### src/rtl/branch_stat_counters_pkg.sv
// Shared definitions for the branch statistics block: register map,
// CTRL bit positions and the counter ceiling.
package branch_stat_counters_pkg;

    localparam logic [4:0] ADR_BRANCHES = 5'h00;
    localparam logic [4:0] ADR_TAKEN    = 5'h04;
    localparam logic [4:0] ADR_CTRL     = 5'h08;
    localparam logic [4:0] ADR_SNAP_BR  = 5'h10;
    localparam logic [4:0] ADR_SNAP_TK  = 5'h14;

    localparam int CTRL_EN   = 0;
    localparam int CTRL_CLR  = 1;
    localparam int CTRL_SNAP = 2;

    localparam logic [31:0] CNT_MAX = 32'hFFFF_FFFF;

    // Registers are word aligned, so only the word index takes part in decode.
    function automatic logic adr_hit(input logic [4:0] adr, input logic [4:0] reg_adr);
        return adr[4:2] == reg_adr[4:2];
    endfunction

endpackage

### src/rtl/stat_counter32.sv
// 32-bit event counter with synchronous clear and selectable saturate/wrap
// behaviour at the top of its range.
module stat_counter32
    import branch_stat_counters_pkg::*;
#(
    parameter bit SATURATE = 1'b1
) (
    input  logic        clk_core,
    input  logic        rstn,
    input  logic        inc,
    input  logic        clr,
    output logic [31:0] count
);

    logic [31:0] r_count;

    // Clear wins over a same-cycle increment so a cleared counter reads exactly zero.
    always_ff @(posedge clk_core or negedge rstn) begin
        if (!rstn) begin
            r_count <= '0;
        end else if (clr) begin
            r_count <= '0;
        end else if (inc) begin
            if (SATURATE && (r_count == CNT_MAX)) begin
                r_count <= r_count;
            end else begin
                r_count <= r_count + 32'd1;
            end
        end
    end

    assign count = r_count;

endmodule

### src/rtl/branch_stat_counters.sv
// Retired-branch statistics: total and taken counters with enable, clear and
// snapshot control, exposed over a single-cycle-ack Wishbone slave.
module branch_stat_counters
    import branch_stat_counters_pkg::*;
#(
    parameter bit SATURATE = 1'b1
) (
    input  logic        clk_core,
    input  logic        rstn,
    input  logic        i_br_valid,
    input  logic        i_br_taken,
    input  logic [4:0]  i_wb_adr,
    input  logic [31:0] i_wb_dat,
    input  logic [3:0]  i_wb_sel,
    input  logic        i_wb_we,
    input  logic        i_wb_cyc,
    input  logic        i_wb_stb,
    output logic [31:0] o_wb_rdt,
    output logic        o_wb_ack,
    output logic [31:0] o_branches,
    output logic [31:0] o_branches_taken
);

    logic        r_ack;
    logic [31:0] r_rdt;
    logic        r_en;
    logic [31:0] r_snap_br;
    logic [31:0] r_snap_tk;

    logic        w_req;
    logic        w_ctrl_wr;
    logic        w_clr;
    logic        w_snap;
    logic        w_inc_br;
    logic        w_inc_tk;
    logic [31:0] w_rd_mux;
    logic        w_unused_bits;

    // A request is accepted only while no ack is outstanding, so a held
    // strobe yields one ack every second cycle.
    assign w_req     = i_wb_cyc & i_wb_stb & ~r_ack;
    assign w_ctrl_wr = w_req & i_wb_we & i_wb_sel[0] & adr_hit(i_wb_adr, ADR_CTRL);
    assign w_clr     = w_ctrl_wr & i_wb_dat[CTRL_CLR];
    assign w_snap    = w_ctrl_wr & i_wb_dat[CTRL_SNAP];

    assign w_inc_br  = r_en & i_br_valid;
    assign w_inc_tk  = r_en & i_br_valid & i_br_taken;

    assign w_unused_bits = ^{i_wb_adr[1:0], i_wb_dat[31:3], i_wb_sel[3:1]};

    stat_counter32 #(.SATURATE(SATURATE)) u_br (
        .clk_core (clk_core),
        .rstn     (rstn),
        .inc      (w_inc_br),
        .clr      (w_clr),
        .count    (o_branches)
    );

    stat_counter32 #(.SATURATE(SATURATE)) u_tk (
        .clk_core (clk_core),
        .rstn     (rstn),
        .inc      (w_inc_tk),
        .clr      (w_clr),
        .count    (o_branches_taken)
    );

    always_comb begin
        w_rd_mux = 32'h0;
        if (adr_hit(i_wb_adr, ADR_BRANCHES)) begin
            w_rd_mux = o_branches;
        end else if (adr_hit(i_wb_adr, ADR_TAKEN)) begin
            w_rd_mux = o_branches_taken;
        end else if (adr_hit(i_wb_adr, ADR_CTRL)) begin
            w_rd_mux = {31'h0, r_en};
        end else if (adr_hit(i_wb_adr, ADR_SNAP_BR)) begin
            w_rd_mux = r_snap_br;
        end else if (adr_hit(i_wb_adr, ADR_SNAP_TK)) begin
            w_rd_mux = r_snap_tk;
        end
    end

    always_ff @(posedge clk_core or negedge rstn) begin
        if (!rstn) begin
            r_ack <= 1'b0;
            r_rdt <= 32'h0;
        end else begin
            r_ack <= w_req;
            r_rdt <= w_req ? w_rd_mux : 32'h0;
        end
    end

    // Snapshots take the counter values before this edge's increment or clear.
    always_ff @(posedge clk_core or negedge rstn) begin
        if (!rstn) begin
            r_en      <= 1'b1;
            r_snap_br <= 32'h0;
            r_snap_tk <= 32'h0;
        end else begin
            if (w_ctrl_wr) begin
                r_en <= i_wb_dat[CTRL_EN];
            end
            if (w_snap) begin
                r_snap_br <= o_branches;
                r_snap_tk <= o_branches_taken;
            end
        end
    end

    assign o_wb_ack = r_ack;
    assign o_wb_rdt = r_rdt;

endmodule

### config.mk
export PLATFORM = sky130hd
export DESIGN_NAME = branch_stat_counters
export DESIGN_NICKNAME = d
export VERILOG_FILES = /design/src/rtl/branch_stat_counters_pkg.sv /design/src/rtl/stat_counter32.sv /design/src/rtl/branch_stat_counters.sv
export SDC_FILE = /design/constraint.sdc
export NUM_CORES = 1
export LEC_CHECK = 0
export BUFFER_PORTS_ARGS = -buffer_cell sky130_fd_sc_hd__buf_4
export CAP_MARGIN = 15
export CORE_MARGIN = 1
export CORE_UTILIZATION = 54
export DETAILED_ROUTE_END_ITERATION = 6
export PLACE_DENSITY_LB_ADDON = 0.2
export SYNTH_ARGS = -nofsm -noshare
export SYNTH_HDL_FRONTEND = slang
export SYNTH_HIERARCHICAL = 1
export SYNTH_SLANG_ARGS = --single-unit
### constraint.sdc
create_clock -name clk_core -period 2.7 [get_ports clk_core]
set_input_delay 0.27 -clock clk_core [delete_from_list [all_inputs] [get_ports clk_core]]
set_output_delay 0.27 -clock clk_core [all_outputs]
set_load 0.005 [all_outputs]
After elaboration in Yosys (flattened, before gate mapping)
Index checks and enable logic that the tools add are counted.
W data, S select, Z words.

operators by class
  mux-type cells = 12
  bitwise operators = 10
  $add $sub $neg = 2
  eq/ne operators = 8
  reduce and logical (&&, ||, !) cells = 5

operators by type and width
  operator                 number
  $mux W32                 12
  $add A32 B1 Y32 const B  2
  $eq A32 B32 Y1 const B   2
  $and A1 B1 Y1            9
  $eq A3 B3 Y1 const B     2
  $reduce_and A2 Y1        2
  $reduce_bool A2 Y1       2
  $eq A3 B1 Y1 const B     1
  $eq A3 B2 Y1 const B     1
  $logic_not A3 Y1         1
  $ne A2 B1 Y1 const B     1
  $ne A2 B2 Y1 const B     1
  $not A1 Y1               1

storage, ports and cells
  bits of input ports = 48
  output and inout bits = 97
  register bits = 162
  logic and storage cells = 44

Depth between registers and ports, before layout
  word-level depth = 8
  gate-level depth with buffers = 7
  depth with buffers taken out = 6

Modules after synthesis
Netlist, hierarchy kept.

modules (own cells, without submodules)
  module                area an instance (um^2)  cells an instance  times used  sequential area each (um^2)
  branch_stat_counters  4514.3                   328                1           2453.6
  stat_counter32        1834.3                   200                2           800.8

Worst setup path after synthesis
OpenSTA, ideal clock, no wires.

  path type = register to register
  start = register u_tk.r_count[0], in the netlist u_tk/count[0]
  end = register u_tk.r_count[3], in the netlist u_tk/count[3]
  stages on the path, launching flop included = 8
  slack = 0.451 ns
  library setup time = 0.127 ns
  required time = 2.573 ns
  data arrival time = 2.121 ns
  path buffers = 1
  period minus slack after synthesis = 2.249 ns
  cell sequence = dfrtp_1 > ha_1 > nand4_1 > or4_1 > o31a_1 > buf_6 > nand4_1 > mux2_1

on the way
  word-level cells in the longest chain between the ends = 4
  elaborated cells on any way between the ends = 7
  those cells by class = add/sub: 1; eq/ne: 2; mux: 3; reduce/logical: 1

ends and longest elaborated chain
  item                    RTL line              text
  start, declared         stat_counter32.sv:15  logic [31:0] r_count;
  start signal, assigned  stat_counter32.sv:25  r_count <= r_count;
  start signal, assigned  stat_counter32.sv:27  r_count <= r_count + 32'd1;
  $add A32 B1 Y32         stat_counter32.sv:27
  $mux W32                stat_counter32.sv:24  if (SATURATE && (r_count == CNT_MAX)) begin
  $mux W32                stat_counter32.sv:23  end else if (inc) begin
  $mux W32                stat_counter32.sv:21  end else if (clr) begin

Parallel ways exist; a longest one is shown, timed or not. The select of a mux whose other input is x is not followed.
A chain may end at the register's enable or synchronous reset.

Final worst setup path
  start = register u_tk.r_count[0], in the netlist u_tk/count[0]
  end = register u_tk.r_count[9], in the netlist u_tk/count[9]

The elaborated chain is that of the path after synthesis.

==> impl_metrics.json <==
{
  "status": "finished, violations left",
  "failed_checks": "design-rule violations",
  "post_cts_buffers": 0,
  "period_share_pct": 92.8,
  "n_antenna_cell": 0,
  "grt_util_all_layers_pct": 28.7,
  "async_flop_share_pct": 100,
  "netlist_top_cells_area": "dfrtp_1, mux2_4, mux2i_1, o21ai_0, nor2_1",
  "hold_class": "in -> reg",
  "mostFrequentLayoutCell": "dfrtp_1",
  "synth_nets": 778,
  "place_congestion": 0.881,
  "final_cell_mix": "dfrtp_1, buf_4, nor2_1",
  "syn_avg_cell_area_um2": 11.2,
  "core_area_um2": 14600,
  "io_buffers": 110,
  "grt_max_degree": 92,
  "cp-end-kind": "register",
  "slew_violations": 0,
  "antenna_found_initial": 0,
  "dr.first_iter.drc_count": 657,
  "synthDistinctLibCells": 52,
  "fmax_ghz": 0.399,
  "synth_top_area_share_pct": 49.2,
  "drt_wl_total_mm": 21.6,
  "crit_type": "reg -> reg",
  "hpwl_mm": 14.5,
  "wire_per_inst_um": 20.8,
  "filler_cell_count": 1099,
  "die_height_um": 125,
  "via_count": 6506,
  "yosysWarnings": 6,
  "ys_seq_area_share_pct": 49.6,
  "clock_latency_ps": 430,
  "grt.overflow.total": 0,
  "cts_root_buffer": "clkbuf_16",
  "layout_min_cycle_time_ps": 2510,
  "cp-start-kind": "register",
  "netlist_instances": 728,
  "synth-main-ff-cell": "dfrtp_1",
  "io_pins": 145,
  "vias_per_cell": 6.26,
  "slew-limit-headroom_pct": 55.6,
  "p_per_area_nw_per_um2": 564,
  "crit_arrival_ps": 2810,
  "area_delta_synth_final_pct": 20.1,
  "drc": 17,
  "hold_viol_final": 0,
  "cts_tree": "yes",
  "clk_pin_slew_worst_paths_ps": 60,
  "numCtsBuffers": 17,
  "die_w_um": 125,
  "ir_worst_vdd_uv": 453,
  "cts.sinks": 162,
  "rsz0062_at_grt": "no",
  "cts_max_level": 4,
  "netlist_area_um2": 8180,
  "setup_viol": 0,
  "crit_fanout": 8,
  "nNetsFinal": 892,
  "ys_ff_latch": 162,
  "worstMarginPinSlew_ps": 666,
  "power_leakage_nw": 4.77,
  "first_pass_iters": 7,
  "worst_hold_slack_ps": 86.4,
  "synth_area_leader_cell": "dfrtp_1",
  "grt_first_pass_wirelength_mm": 35.1,
  "drive_above_1_share_pct": 29.1,
  "clock_tree.buffer_depth": 2,
  "ant_nets": 0,
  "rows": 44,
  "dieArea_um2": 15700,
  "synth_edf_count": 0,
  "start_util_pct": 55.9,
  "drv_cap": 0,
  "cp_data_required_time_ps": 3010,
  "tns_ps": 0,
  "fin_skew_ps": 11.1,
  "grt_pass1_vias": 6596
}
[synthesized netlist by cell type, drive strengths merged, types with 3 or more instances]
| library cell | instances |
|---|---|
| or3 | 31 |
| a211oi | 31 |
| nand3 | 34 |
| nand2 | 16 |
| dfrtp | 161 |
| and4 | 9 |
| nor2b | 14 |
| xnor2 | 8 |
| buf | 21 |
| nor3 | 6 |
| a31oi | 6 |
| o21ai | 58 |
| nor2 | 69 |
| nand4 | 27 |
| nor4 | 9 |
| mux2 | 79 |
| inv | 8 |
| nand2b | 3 |
| mux2i | 34 |
| and2 | 5 |
| a21o | 4 |
| a21oi | 34 |
| and3 | 12 |
| or4 | 4 |
| clkbuf | 18 |
[worst paths after layout]
path / slack [ps] / startpoint / to / depth (start not counted)
hold reg to reg: 510 / r_snap_tk[24]$_DFFE_PN0P_ / r_snap_tk[24]$_DFFE_PN0P_ / 1
setup reg to reg: 190 / u_tk/count[0]$_DFFE_PN0P_ / u_tk/count[9]$_DFFE_PN0P_ / 6
hold / removal: 90 / i_wb_dat[0] / r_en$_DFFE_PN1P_ / 2
setup / recovery: 190 / u_tk/count[0]$_DFFE_PN0P_ / u_tk/count[9]$_DFFE_PN0P_ / 6
max in group asynchronous: 1560 / rstn / r_en$_DFFE_PN1P_ / 3
min in group asynchronous: 280 / rstn / o_wb_rdt[25]$_DFF_PN0_ / 2
[per-stage QoR]
step	std cells	utilization (%)	power [mW]	setup WS, ps	cell area, um2
2_1_floorplan	728	-	2.87	451	8180
3_3_place_gp	1005	63.1	3.16	265	9240
3_5_place_dp	1005	63.1	3.17	143	9240
4_1_cts	1038	67.1	5.56	65.5	9820
5_1_grt	1039	67.1	5.74	58.3	9830
6_report	1039	67.1	5.54	195	9830
[final cells by class]
class	instances	area [um2]	share of cell area, %
sequential	162	4060	41.3
clock buffer	20	437	4.44
multi-input combinational	519	3870	39.4
clock inverter	12	140	1.43
inverter	8	30.0	0.306
tap	184	230	2.34
timing repair buffer	134	1060	10.8
[worst max-delay path: stages (launching register included)]
cell	delay, ps
dfrtp_1	490
ha_1	230
nand4_1	160
or4_1	580
o31a_1	430
nand4_1	160
mux2_1	340
[routing by layer]
layer | track usage (%) | wire [um] | share of wire, %
met4 | 10.5 | 468 | 2.2
met2 | 45.8 | 10100 | 47
met3 | 7.10 | 1430 | 6.6
met5 | 0 | 0 | 0
met1 | 38.1 | 9550 | 44
[report_power, final]
group	switching [mW]	internal (mW)
combinational	0.293	0.238
clock	0.964	1.44
sequential	0.0944	2.51
[sequential cells by signal, summed over array words and instances (netlist names)]
signal      cells
o_wb_rdt       32
r_snap_br      32
r_snap_tk      32
u_br/count     32
u_tk/count     32
o_wb_ack        1
r_en            1
[cells by family after synthesis]
family / synth area share (%)
simple gates: 16.4
fa+ha+maj: 0.306
compound gates: 11.7
buf+inv: 3.10
xor+xnor: 1.07
mux: 17.9
flops: 49.6
[repair_timing]
action | CTS | global route
hold buffers | 1 | 0
endpoints found under the hold margin | 28 | 0
resized for setup | 0 | 0
Note: power is estimated with default switching activity, not from simulation.
